### src/rtl/k8088_memctl.sv
// k8088 byte-bus responder: serves each CPU bus cycle from a 16-bit async SRAM.
// Define K8088_MEMCTL_WORDBUF_EN to add a one-entry sibling-byte read buffer.
`timescale 1ns/1ps
module k8088_memctl #(
   parameter int unsigned WAIT_STATES = 2
) (
   input  logic        clock,
   input  logic        reset_n,
   input  logic [19:0] cpu_address,
   input  logic [7:0]  cpu_out,
   input  logic        cpu_we,
   output logic [7:0]  cpu_in,
   output logic        cpu_chipen,
   output logic [18:0] sram_a,
   output logic [15:0] sram_d_o,
   input  logic [15:0] sram_d_i,
   output logic        sram_d_oe,
   output logic        sram_oe_n,
   output logic        sram_we_n,
   output logic        sram_lb_n,
   output logic        sram_ub_n
);

   localparam logic [1:0] S_START = 2'd0;
   localparam logic [1:0] S_WAIT  = 2'd1;
   localparam logic [1:0] S_READY = 2'd2;
   localparam logic [3:0] WS_LAST = 4'(WAIT_STATES - 1);

   logic [1:0]  state_q,  state_d;
   logic [3:0]  cnt_q,    cnt_d;
   logic        lane_q,   lane_d;
   logic        we_q,     we_d;
   logic [7:0]  cpu_in_q, cpu_in_d;
   logic        chipen_q, chipen_d;
   logic [18:0] sram_a_q, sram_a_d;
   logic [15:0] d_o_q,    d_o_d;
   logic        d_oe_q,   d_oe_d;
   logic        oe_n_q,   oe_n_d;
   logic        we_n_q,   we_n_d;
   logic        lb_n_q,   lb_n_d;
   logic        ub_n_q,   ub_n_d;
   logic        buf_hit;

`ifdef K8088_MEMCTL_WORDBUF_EN
   logic        buf_valid_q, buf_valid_d;
   logic [18:0] buf_word_q,  buf_word_d;
   logic        buf_lane_q,  buf_lane_d;
   logic [7:0]  buf_byte_q,  buf_byte_d;

   assign buf_hit = !cpu_we && buf_valid_q && (buf_word_q == cpu_address[19:1])
                    && (buf_lane_q == cpu_address[0]);
`else
   assign buf_hit = 1'b0;
`endif

   always_comb begin
      state_d  = state_q;
      cnt_d    = cnt_q;
      lane_d   = lane_q;
      we_d     = we_q;
      cpu_in_d = cpu_in_q;
      chipen_d = chipen_q;
      sram_a_d = sram_a_q;
      d_o_d    = d_o_q;
      d_oe_d   = d_oe_q;
      oe_n_d   = oe_n_q;
      we_n_d   = we_n_q;
      lb_n_d   = lb_n_q;
      ub_n_d   = ub_n_q;
`ifdef K8088_MEMCTL_WORDBUF_EN
      buf_valid_d = buf_valid_q;
      buf_word_d  = buf_word_q;
      buf_lane_d  = buf_lane_q;
      buf_byte_d  = buf_byte_q;
`endif
      case (state_q)
         S_START: begin
            if (buf_hit) begin
`ifdef K8088_MEMCTL_WORDBUF_EN
               cpu_in_d = buf_byte_q;
`endif
               chipen_d = 1'b1;
               state_d  = S_READY;
            end else begin
               lane_d   = cpu_address[0];
               we_d     = cpu_we;
               sram_a_d = cpu_address[19:1];
               lb_n_d   = cpu_address[0];
               ub_n_d   = ~cpu_address[0];
               cnt_d    = '0;
               state_d  = S_WAIT;
               if (cpu_we) begin
                  d_oe_d = 1'b1;
                  d_o_d  = {cpu_out, cpu_out};
                  we_n_d = 1'b0;
`ifdef K8088_MEMCTL_WORDBUF_EN
                  // A write to the buffered word makes the sibling byte stale.
                  if (buf_word_q == cpu_address[19:1])
                     buf_valid_d = 1'b0;
`endif
               end else begin
                  oe_n_d = 1'b0;
               end
            end
         end
         S_WAIT: begin
            if (cnt_q == WS_LAST) begin
               state_d  = S_READY;
               chipen_d = 1'b1;
               oe_n_d   = 1'b1;
               we_n_d   = 1'b1;
               lb_n_d   = 1'b1;
               ub_n_d   = 1'b1;
               if (!we_q) begin
                  cpu_in_d = lane_q ? sram_d_i[15:8] : sram_d_i[7:0];
`ifdef K8088_MEMCTL_WORDBUF_EN
                  buf_valid_d = 1'b1;
                  buf_word_d  = sram_a_q;
                  buf_lane_d  = ~lane_q;
                  buf_byte_d  = lane_q ? sram_d_i[7:0] : sram_d_i[15:8];
`endif
               end
            end else begin
               cnt_d = cnt_q + 4'd1;
            end
         end
         S_READY: begin
            chipen_d = 1'b0;
            d_oe_d   = 1'b0;
            state_d  = S_START;
         end
         default: state_d = S_START;
      endcase
   end

   always_ff @(posedge clock) begin
      if (!reset_n) begin
         state_q  <= S_START;
         cnt_q    <= '0;
         lane_q   <= 1'b0;
         we_q     <= 1'b0;
         cpu_in_q <= '0;
         chipen_q <= 1'b0;
         sram_a_q <= '0;
         d_o_q    <= '0;
         d_oe_q   <= 1'b0;
         oe_n_q   <= 1'b1;
         we_n_q   <= 1'b1;
         lb_n_q   <= 1'b1;
         ub_n_q   <= 1'b1;
`ifdef K8088_MEMCTL_WORDBUF_EN
         buf_valid_q <= 1'b0;
         buf_word_q  <= '0;
         buf_lane_q  <= 1'b0;
         buf_byte_q  <= '0;
`endif
      end else begin
         state_q  <= state_d;
         cnt_q    <= cnt_d;
         lane_q   <= lane_d;
         we_q     <= we_d;
         cpu_in_q <= cpu_in_d;
         chipen_q <= chipen_d;
         sram_a_q <= sram_a_d;
         d_o_q    <= d_o_d;
         d_oe_q   <= d_oe_d;
         oe_n_q   <= oe_n_d;
         we_n_q   <= we_n_d;
         lb_n_q   <= lb_n_d;
         ub_n_q   <= ub_n_d;
`ifdef K8088_MEMCTL_WORDBUF_EN
         buf_valid_q <= buf_valid_d;
         buf_word_q  <= buf_word_d;
         buf_lane_q  <= buf_lane_d;
         buf_byte_q  <= buf_byte_d;
`endif
      end
   end

   assign cpu_in     = cpu_in_q;
   assign cpu_chipen = chipen_q;
   assign sram_a     = sram_a_q;
   assign sram_d_o   = d_o_q;
   assign sram_d_oe  = d_oe_q;
   assign sram_oe_n  = oe_n_q;
   assign sram_we_n  = we_n_q;
   assign sram_lb_n  = lb_n_q;
   assign sram_ub_n  = ub_n_q;

endmodule

### config.mk
export PLATFORM = sky130hd
export DESIGN_NAME = k8088_memctl
export DESIGN_NICKNAME = d
export VERILOG_FILES = /design/src/rtl/k8088_memctl.sv
export SDC_FILE = /design/constraint.sdc
export NUM_CORES = 1
export LEC_CHECK = 0
export CORE_ASPECT_RATIO = 1.75
export CORE_UTILIZATION = 35
export DETAILED_ROUTE_END_ITERATION = 12
export DONT_BUFFER_PORTS = 1
export PLACE_DENSITY = 0.53
export SYNTH_ARGS = -nofsm -noshare
export SYNTH_HDL_FRONTEND = slang
export SYNTH_SLANG_ARGS = --single-unit
### constraint.sdc
create_clock -name clock -period 3.2 [get_ports clock]
set_clock_uncertainty 0.05 [all_clocks]
set_input_delay 0.64 -clock clock [delete_from_list [all_inputs] [get_ports clock]]
set_output_delay 0.64 -clock clock [all_outputs]
set_load 0.01 [all_outputs]
==> out/results.txt, run 1 <==
The number of standard-cell rows in the floorplan is 36, and the number of instances in the synthesized netlist is 225. The async set-reset flop share out of synthesis is 0, and the overall fraction of global-route tracks in use is 0.142. Number of post-CTS setup repair buffers: 0. For the number of buffers between clock root and the deepest sink, the log shows 2. Post-CTS repair changed the size of 0 cells. For flop-to-flop paths, the worst setup slack is 1.32 ns. The number of design rule violations left after detail routing was 0; the net count of the finished layout was 260. In this run the vertical extent of the chip is 104 µm. Along the worst path, the maximum fanout reaches 22. The fraction of post-synthesis cell area in the top cell type by area came out at 0.476. Counting I/O delays and the setup requirement, the final critical path takes 1.88 ns.

The via total after detailed routing was 1470. The met2 routing resource usage after global routing came out at 0.243. Initial antenna violation count: 0.

Setup violations remaining at the end of the flow were counted as 0. Setup total negative slack on the finished layout was measured at 0 ns. Number of buffers inserted during clock tree synthesis: 5. The number of max-slew violations in the final report came out at 0. After the first detailed-routing iteration, the DRC count stood at 69. Setup repair after global routing left no endpoint under its margin. The share of the clock period used by the worst path after layout was 0.588. The detailed-router iteration count before antenna repair was 4; the layout overhead on the synthesized area was 2.37%. The worst register-to-register path ends at sram_lb_n.

The logs give 1420 for the via count of the first global-routing pass and 4.21 mm for the total wire length. Across the VDD grid, the largest voltage drop is 200 µV. The number of stages on the worst hold path works out to 1. The chip width is 60.0 µm. The congestion estimate from routability-driven global placement came to 0.694. Counting flops with a built-in enable in the synthesized netlist gives 0. Type of the setup path with the least slack: register to register. The synthesized area per cell is 9.16 µm². TritonCTS built the clock tree.

Dividing the detail-routed wire length by the instance count gives 14.6 µm. The run gives 2 as the H-tree level count. The number of hold buffers added after CTS was 0. The overall overflow remaining after global route came out at 0. Data arrives at the worst endpoint at 2.07 ns.

Dividing total power by cell area gives a power density of 569 nW/µm². sky130_fd_sc_hd__dfxtp_1 takes more of the synthesized area than any other cell. The sequential-to-total area share from yosys stat is 0.476. The run gives 0.149 as the met1 global-route usage. STA classifies the critical path startpoint as a register. The depth of the worst register-to-register path is 3, and the leakage power is 0.738 nW. The actual slew at the worst max-slew pin is 0.890 ns, and the number of vias per cell after detailed routing is 5.10. The ratio of cells with drive above 1 in the final layout was 0.108. The most used flip-flop cell after synthesis is sky130_fd_sc_hd__dfxtp_1. Most heavily used metal layer in global routing: met2. The type of destination of the critical path was a register.

The count of input and output buffers is 0, and the synthesized cell area is 2060 µm². The run finished with clean final reports. The run gives 49 as the clock sink count.

The library cell used most frequently in the layout, excluding fill and tap cells, is sky130_fd_sc_hd__dfxtp_1. The logs give 0.349 ns for the worst hold slack after final layout and 0.30 ns for the clock latency reported for the late side of the worst-skew pair. The repair_antennas step left the layout with diodes totalling 0. The end-of-flow core utilization is 0.375. In this run the critical register-to-register path is launched from state_q[1]. The run gives 3.39 ns as the critical path required time. Yosys printed 0 warnings. The worst hold path belongs to the class input pin to register. The distinct cell type count after synthesis is 33. The region available for standard cell placement spans 5630 µm². Max-cap violation count: 0. The tools report the met3 routing resource usage after global routing as 0.0549. The first global-routing pass estimated 6.67 mm of wire. Detailed placement finished with a half-perimeter wire length of 2.93 mm.

The final cell area excluding filler cells was 2110 µm²; the flip-flop and latch count after synthesis was 49. The cell sitting at the root of the clock tree is a sky130_fd_sc_hd__clkbuf_8. The run gives 0.366 as the starting utilization of the core area. The count of nets left with antenna violations once routing finished came out at 0. Ranked by total cell area, the synthesized netlist is headed by sky130_fd_sc_hd__dfxtp_1, sky130_fd_sc_hd__a21oi_1, sky130_fd_sc_hd__nand2_1, sky130_fd_sc_hd__mux2i_1, sky130_fd_sc_hd__a211oi_2. The number of hold violations in the final report is 0, and the CTS clock-pin slew for the worst setup and hold paths is 0.09 ns. Overall power consumption after layout is estimated at 1.20 mW.

The number of nets handed over by synthesis was 274. Leaving out fill and tap cells, the most frequent cells in the layout are sky130_fd_sc_hd__dfxtp_1, sky130_fd_sc_hd__nand2_1, sky130_fd_sc_hd__a21oi_1. The I/O pin total is 96.

The path with the worst hold slack has its endpoint at sram_oe_n. The startpoint identified for the worst hold timing path is reset_n. For the pin count of the biggest net entering global routing, the log shows 47.

The tools report the worst slew margin relative to its limit as 0.404. Derived from the worst setup path, the maximum achievable clock frequency is 531 MHz. The die covers 6210 µm². Post-place instance area: 2020 µm².
-- through the flow --
stage / setup WS [ns] / instances
detailed placement: 1.29 / 280
finish: 1.32 / 288
CTS: 1.31 / 288
global route: 1.11 / 288
floorplan: 1.76 / 225
global placement: 1.32 / 280
-- metal layers --
layer  wire, µm  up-vias
met2       2120       59
met4         78        0
li1           -      737
met5          0        -
met1       1650      668
met3        362        6
-- cells in the mapped netlist, types with 2 or more instances --
cell type	count
sky130_fd_sc_hd__a211oi_2	8
sky130_fd_sc_hd__buf_2	4
sky130_fd_sc_hd__mux2i_1	16
sky130_fd_sc_hd__or3_1	3
sky130_fd_sc_hd__o21ai_0	4
sky130_fd_sc_hd__inv_1	3
sky130_fd_sc_hd__a31oi_1	2
sky130_fd_sc_hd__dfxtp_1	49
sky130_fd_sc_hd__nand2b_1	3
sky130_fd_sc_hd__nand3_1	4
sky130_fd_sc_hd__buf_6	2
sky130_fd_sc_hd__a21oi_1	35
sky130_fd_sc_hd__clkbuf_1	5
sky130_fd_sc_hd__nor3b_4	2
sky130_fd_sc_hd__nor2_1	11
sky130_fd_sc_hd__and2_1	2
sky130_fd_sc_hd__nor3b_2	2
sky130_fd_sc_hd__ha_1	2
sky130_fd_sc_hd__nand2_1	44
sky130_fd_sc_hd__buf_4	10
sky130_fd_sc_hd__a211oi_1	2
-- worst max-delay path, cell delays in order (launching register included) --
cell                      delay (ns)
sky130_fd_sc_hd__dfxtp_1        0.72
sky130_fd_sc_hd__or2_1          0.70
sky130_fd_sc_hd__o22ai_1        0.18
sky130_fd_sc_hd__o21ai_0        0.16
-- layout make-up --
class                      count  area [µm²]
clock buffer                   5        68.8
timing repair buffer           1        7.51
inverter                       4        15.0
sequential                    49         981
multi-input combinational    150         925
fill                         600        3520
clock inverter                 3        17.5
tap                           76        95.1
-- flip-flops by register name (all words and copies together) (netlist names) --
name and flops:
sram_d_oe 1, cnt_q 4, sram_ub_n 1, we_q 1
sram_oe_n 1, sram_we_n 1, cpu_in 8, sram_lb_n 1
state_q 2, cpu_chipen 1, sram_a 19, sram_d_o 8
lane_q 1
-- kinds of logic after synthesis --
| logic type | synth area share |
|---|---|
| AOI/OAI and AO/OA | 0.175 |
| adders and majority gates | 0.0121 |
| buffers and inverters | 0.0753 |
| DFF | 0.476 |
| muxes | 0.0777 |
| and+or+nand+nor | 0.183 |
-- worst max path at each step --
stage	startpoint	end	slack, ns	cells past startpoint
floorplan	cnt_q[0]	cpu_in[1]	1.76	5
global placement	cpu_we	sram_d_o[13]	1.32	3
detailed placement	cpu_we	sram_d_o[10]	1.29	3
CTS	state_q[1]	sram_lb_n	1.31	3
global route	state_q[1]	sram_lb_n	1.11	3
finish	state_q[1]	sram_lb_n	1.32	3
-- where the power goes --
part	total [mW]	internal [mW]	switching, mW
clock network	0.356	0.151	0.205
logic	0.134	0.0558	0.0779
registers	0.711	0.651	0.0598
No activity file was read; power rests on OpenSTA's default activity.
==> run 2: changes to the inputs <==
--- a/config.mk
+++ b/config.mk
@@ -9,7 +9,7 @@
 export CORE_UTILIZATION = 35
 export DETAILED_ROUTE_END_ITERATION = 12
 export DONT_BUFFER_PORTS = 1
-export PLACE_DENSITY = 0.53
+export PLACE_DENSITY = 0.55
 export SYNTH_ARGS = -nofsm -noshare
 export SYNTH_HDL_FRONTEND = slang
 export SYNTH_SLANG_ARGS = --single-unit
==> constraint.sdc (replaced) <==
create_clock -name clock -period 1.5 [get_ports clock]
set_clock_uncertainty 0.05 [all_clocks]
set_input_delay 0.3 -clock clock [delete_from_list [all_inputs] [get_ports clock]]
set_output_delay 0.3 -clock clock [all_outputs]
set_load 0.01 [all_outputs]
==> run 2 against run 1 <==
Sequential share of layout area is 3.1 points lower. Cell count rose by 3.5%. Critical path depth rose by 2. Routed wire length is 1.6% higher. Non-clock buffer count is 10 higher. Power grew 130%. Largest cell class unchanged.
==> out/results.txt, run 2 (same netlist as run 1, synthesis figures left out) <==
Routability-driven placement finished with a final weighted congestion of 0.787. The number of cells on the worst reg-to-reg path is 5. The beginning of the worst register-to-register path is cnt_q[1]. Via count of the first global-routing pass: 1434. The slowest cell on the critical path is sky130_fd_sc_hd__dfxtp_2.

The clock latency reported for the late side of the worst-skew pair is 0.30 ns. The run gives 6210 µm² as the die area. The area taken by multi-input logic gates was 935 µm². In this run the worst setup path begins at cnt_q[1].

The endpoint identified for the worst register-to-register timing path is cnt_q[1]. The worst setup path is launched from a register. The number of hold violations in the final report was 0; the highest attainable clock frequency was 708 MHz. For the critical path required time, the log shows 1.65 ns. The first-pass GRT wire length came out at 6.79 mm. The logs give 0 for the number of nets still failing antenna checks after routing and 96 for the I/O pin total.

The min-delay analysis places its worst path in the category input pin to register. Clock-pin slew was measured on the worst setup and hold paths at 0.09 ns. Initial antenna violation count: 0. Number of flip-flops in the largest register: 19. On the worst path, the slowest cell contributes a delay of 0.34 ns.

The logs give 49 for the clock sink count and 0 for the total of endpoints with negative setup slack in the final report. Dividing the detail-routed via count by the number of cells gives 5.03. The flow ran to the end, and the final reports show no timing, DRC or antenna violations.

The tools report the worst ir drop on vdd as 605 µV. The tools report the routed wire length on met3 as 303 µm. For the flip-flop and latch area, the log shows 983 µm². The top cell types in the final layout, fill and taps aside, are sky130_fd_sc_hd__dfxtp_1, sky130_fd_sc_hd__nand2_1, sky130_fd_sc_hd__a21oi_1. Sum of buffers and inverters on the critical path: 1.

The wire length on met1 is 1.66 mm, and the critical path depth is 5. The analysis attributes to cell leakage a power of 0.815 nW. The final cell count without fillers is 298, and the number of design rule violations left after detail routing is 0. Walking the worst path, the cells encountered are inv_1 -> ha_2 -> nor3b_4 -> a21oi_1 -> o32ai_1. Overall fraction of global-route tracks in use: 0.146.

Power spread over the standard cell area amounts to 1240 nW/µm². STA classifies the critical path endpoint as a register. From synthesis to final layout, the design area changed by 9.90%. Vertical extent of the die: 104 µm.

The routed design could run at a clock period as short as 1.41 ns. The worst setup path is of the register to register kind. The run gives 4 as the detailed-router iteration count before antenna repair. Startpoint of the lowest-slack hold path: reset_n.

The number of stages on the worst hold path is 1. Among cell families on the critical path, the largest total delay comes from compound AO/OA/AOI/OAI gates. The ratio of cells with drive above 1 in the final layout works out to 0.162. The pin count of the biggest net entering global routing is 27, and the end-of-flow core utilization is 0.402. The repair_antennas step left the layout with diodes totalling 0.

The worst register-to-register path has a setup slack of 0.09 ns. The region available for standard cell placement spans 5630 µm². The signal arrival time at the worst endpoint is 1.57 ns.

TritonCTS built the clock tree. Leaving out fill and tap cells, the most frequent cell in the layout is sky130_fd_sc_hd__dfxtp_1. Starting utilization of the core area: 0.366. The share of the clock period used by the worst path after layout was 0.941; the chip width was 60.0 µm. The run gives 2 as the number of buffers between clock root and the deepest sink.

Average wire per cell in the routed design: 14.4 µm. The H-tree was split into 2 levels. The initialized floorplan defines 36 standard-cell rows.

For this block, the initial DRC count from the detailed router was 106. The total wire length was 4.28 mm. The path with the worst hold slack has its endpoint at sram_oe_n.

Once detailed placement completed, the half-perimeter wirelength came to 3.06 mm. Worst slew margin relative to its limit: 0.684. The logs give 0 for the max-cap violation count and 2.24 mm for the wire length on met2.

The uppermost layer routed is met4. The overall overflow remaining after global route was 0; the number of fillers in the final layout was 577. The number of buffers inserted during clock tree synthesis was 5; the peak fanout along the critical path was 6.

The routed layout has 1499 vias. At the pin with the least slew margin, the transition time is 0.473 ns. The tools report the number of max-slew violations in the final report as 0. Including well taps, the total number of placed cells is 289.

In this run the tool buffered the top-level ports with 0 buffer cells. The final layout contains 270 nets. The tools report the clock tree root buffer cell as sky130_fd_sc_hd__clkbuf_8.
run 2: changes by cell type in the layout (fill, tap and decap cells not counted), sizes merged:
cell and delta:
clkbuf +2, clkinvlp -1, bufinv +1, clkinv -2, buf +10
run 2: area by class of cell:
class | count | share of cell area
Sequential cell | 49 | 0.434
Multi-Input combinational cell | 150 | 0.413
Timing Repair Buffer | 11 | 0.0530
Tap cell | 76 | 0.0420
Clock buffer | 7 | 0.0381
Clock inverter | 1 | 0.0133
Inverter | 4 | 0.00663
run 2: how the worst max path moves through the flow:
stage	end
floorplan	cpu_in[1]
global placement	cpu_in[4]
detailed placement	cpu_in[1]
CTS	cnt_q[1]
global route	cnt_q[1]
finish	cnt_q[1]
run 2: timing repair:
item,4_1_cts,5_1_grt
pin swaps,0,0
gates resized for setup,1,4
hold buffers,0,0
buffers inserted,0,1
setup endpoints to repair,8,13
run 2: per-layer routing:
metal  up-vias  track usage
met4         0       0.0648
met1       670        0.153
met5         -            0
li1        758            -
met3         8       0.0462
met2        63        0.252
run 2: worst reg2reg max path, stage by stage (launching register included):
cell,delay [ns]
sky130_fd_sc_hd__dfxtp_2,0.34
sky130_fd_sc_hd__inv_1,0.07
sky130_fd_sc_hd__ha_2,0.20
sky130_fd_sc_hd__nor3b_4,0.29
sky130_fd_sc_hd__a21oi_1,0.13
sky130_fd_sc_hd__o32ai_1,0.24
run 2: stage by stage:
step | cell area [µm²] | setup WS, ns | hold WS [ns] | setup TNS (ns) | power (mW)
detailed placement | 2130 | -0.0214 | 0.316 | -0.0980 | 1.88
floorplan | 2060 | 0.0578 | 0.312 | 0 | 1.80
CTS | 2250 | 0.0268 | 0.0128 | 0 | 2.85
global placement | 2130 | 0.0186 | 0.316 | 0 | 1.88
finish | 2260 | 0.0878 | 0.0247 | 0 | 2.82
global route | 2260 | -0.00175 | 0.0162 | -0.00175 | 2.97
run 2: report_power, final:
group | leakage (nW) | internal (mW) | total (mW) | switching (mW)
clock | 0.0585 | 0.544 | 0.964 | 0.420
sequential | 0.403 | 1.39 | 1.51 | 0.121
combinational | 0.353 | 0.162 | 0.343 | 0.180
total | 0.815 | 2.10 | 2.82 | 0.722
==> RTL change: new RTL, config.mk and constraints of run 2 <==
Add an input register stage for `cpu_out`, without a reset; this delays it by one clock. The other inputs are not delayed to match.
--- a/src/rtl/k8088_memctl.sv
+++ b/src/rtl/k8088_memctl.sv
@@ -25,6 +25,12 @@
    localparam logic [1:0] S_WAIT  = 2'd1;
    localparam logic [1:0] S_READY = 2'd2;
    localparam logic [3:0] WS_LAST = 4'(WAIT_STATES - 1);
+
+   logic [7:0] cpu_out_q;
+
+   always_ff @(posedge clock) begin
+      cpu_out_q <= cpu_out;
+   end
 
    logic [1:0]  state_q,  state_d;
    logic [3:0]  cnt_q,    cnt_d;
@@ -91,7 +97,7 @@
                state_d  = S_WAIT;
                if (cpu_we) begin
                   d_oe_d = 1'b1;
-                  d_o_d  = {cpu_out, cpu_out};
+                  d_o_d  = {cpu_out_q, cpu_out_q};
                   we_n_d = 1'b0;
 `ifdef K8088_MEMCTL_WORDBUF_EN
                   // A write to the buffered word makes the sibling byte stale.
Behaviour: not the same (a bounded check fails within 4 cycles, from zero or initial values and one cycle with reset_n low).
==> RTL change against run 2 <==
Via count increased by 11%. Total power increased by 30%. Clock power increased by 60%. Worst setup slack got worse by 0.028 ns. Fmax decreased by 1.9%. Area after synthesis increased by 3.9%. Design area increased by 18%. Sequential cell count increased by 8. Utilization increased by 5.2 points. First-iteration DRC count decreased by 45%. Wire length increased by 13%.
==> RTL change: results (changes against run 2) <==
** Min path
- For hold timing, the worst endpoint is sram_a[11]$_SDFFE_PN0P_.
- Hold Crit Depth :: 2 (+1)
- Worst min-delay path startpoint :: cpu_address[12]

** Routing
- Wl on met1 :: 1.81 mm (+9.1%)
- The number of DRC markers in iteration 0 was 58 (-45%).
- The total met3 wirelength after detailed routing is 383 um (+26%).
- The post-detailed-routing wire length was 4.83 mm (+13%).
- The average via count per standard cell came to 4.99 (-0.90%).

** Final layout
- Clock network area share :: 0.0787 (+0.0273)
- Area of combinational cells with multiple inputs :: 918 um2 (-1.7%)
- Non-Clock Buffer Area Fraction :: 0.107 (+0.0537)

** Placement
- The routability-driven placement congestion ratio was 0.693 (-12%).
- Detail Placement HPWL :: 3.29 mm (+7.4%)

** Worst setup path
- Following the worst setup path forward leads to its endpoint at cpu_in[2]$_SDFFE_PN0P_.
- Endpoint arrival time on the critical path :: 1.60 ns (+0.03 ns)
- The maximum net fanout on the critical path came to 8 (+2).
- Setup slack on the worst flop-to-flop path :: 0.06 ns (-0.03 ns)
- The logic depth of the worst register-to-register path is 6 (+1).

** GRT
- The global routing met3 resource utilization was 0.0785 (+0.0323).
- Global-route wire length before repair :: 7.31 mm (+7.7%)

** Clock network
- The total number of H-tree levels came to 3 (+1).
- The hold buffer count at cts is 9 (+9).
- Worst-path clk slew :: 0.06 ns (-0.03 ns)

** Power
- Internal power contribution :: 0.00278 W (+33%)

** Synth
- The count of cell types in the netlist came to 32 (-3.0%).
- Ranking of synthesized cells by area :: sky130_fd_sc_hd__dfxtp_1 53%, sky130_fd_sc_hd__a21oi_1 7.9%, sky130_fd_sc_hd__nand2_1 7.9%
- The mux cell area share after synthesis is 0.0748 (-0.00295).

** Status
- The flow ran to the end, and the final reports show no timing, DRC or antenna violations.

** Timing
- Worst Hold Slack :: 0.0412 ns (+0.0165 ns)
==> RTL change: cell types whose count changed in the layout (fill, tap and decap cells not counted), sizes merged, moves of 2 or more <==
cell / run 2 / this run
clkbuf: 7 / 12
o21ai: 5 / 3
nor2: 11 / 13
dlygate4sd3: 0 / 9
buf: 11 / 21
nor3: 1 / 3
and2: 2 / 0
dfxtp: 49 / 57
==> RTL change: worst max-delay path: stages (launching register included) <==
cell                       delay [ns]
sky130_fd_sc_hd__dfxtp_2         0.32
sky130_fd_sc_hd__inv_2           0.06
sky130_fd_sc_hd__ha_4            0.13
sky130_fd_sc_hd__or3b_4          0.39
sky130_fd_sc_hd__nor3_4          0.16
sky130_fd_sc_hd__buf_12          0.15
sky130_fd_sc_hd__a211oi_2        0.06
==> RTL change: cells by family (layout without fill, tap and decap cells) <==
family,Yosys count,after routing
simple gates,79,79
flops,57,57
compound gates,54,54
buf+inv,26,49
mux,16,16
fa+ha+maj,2,2
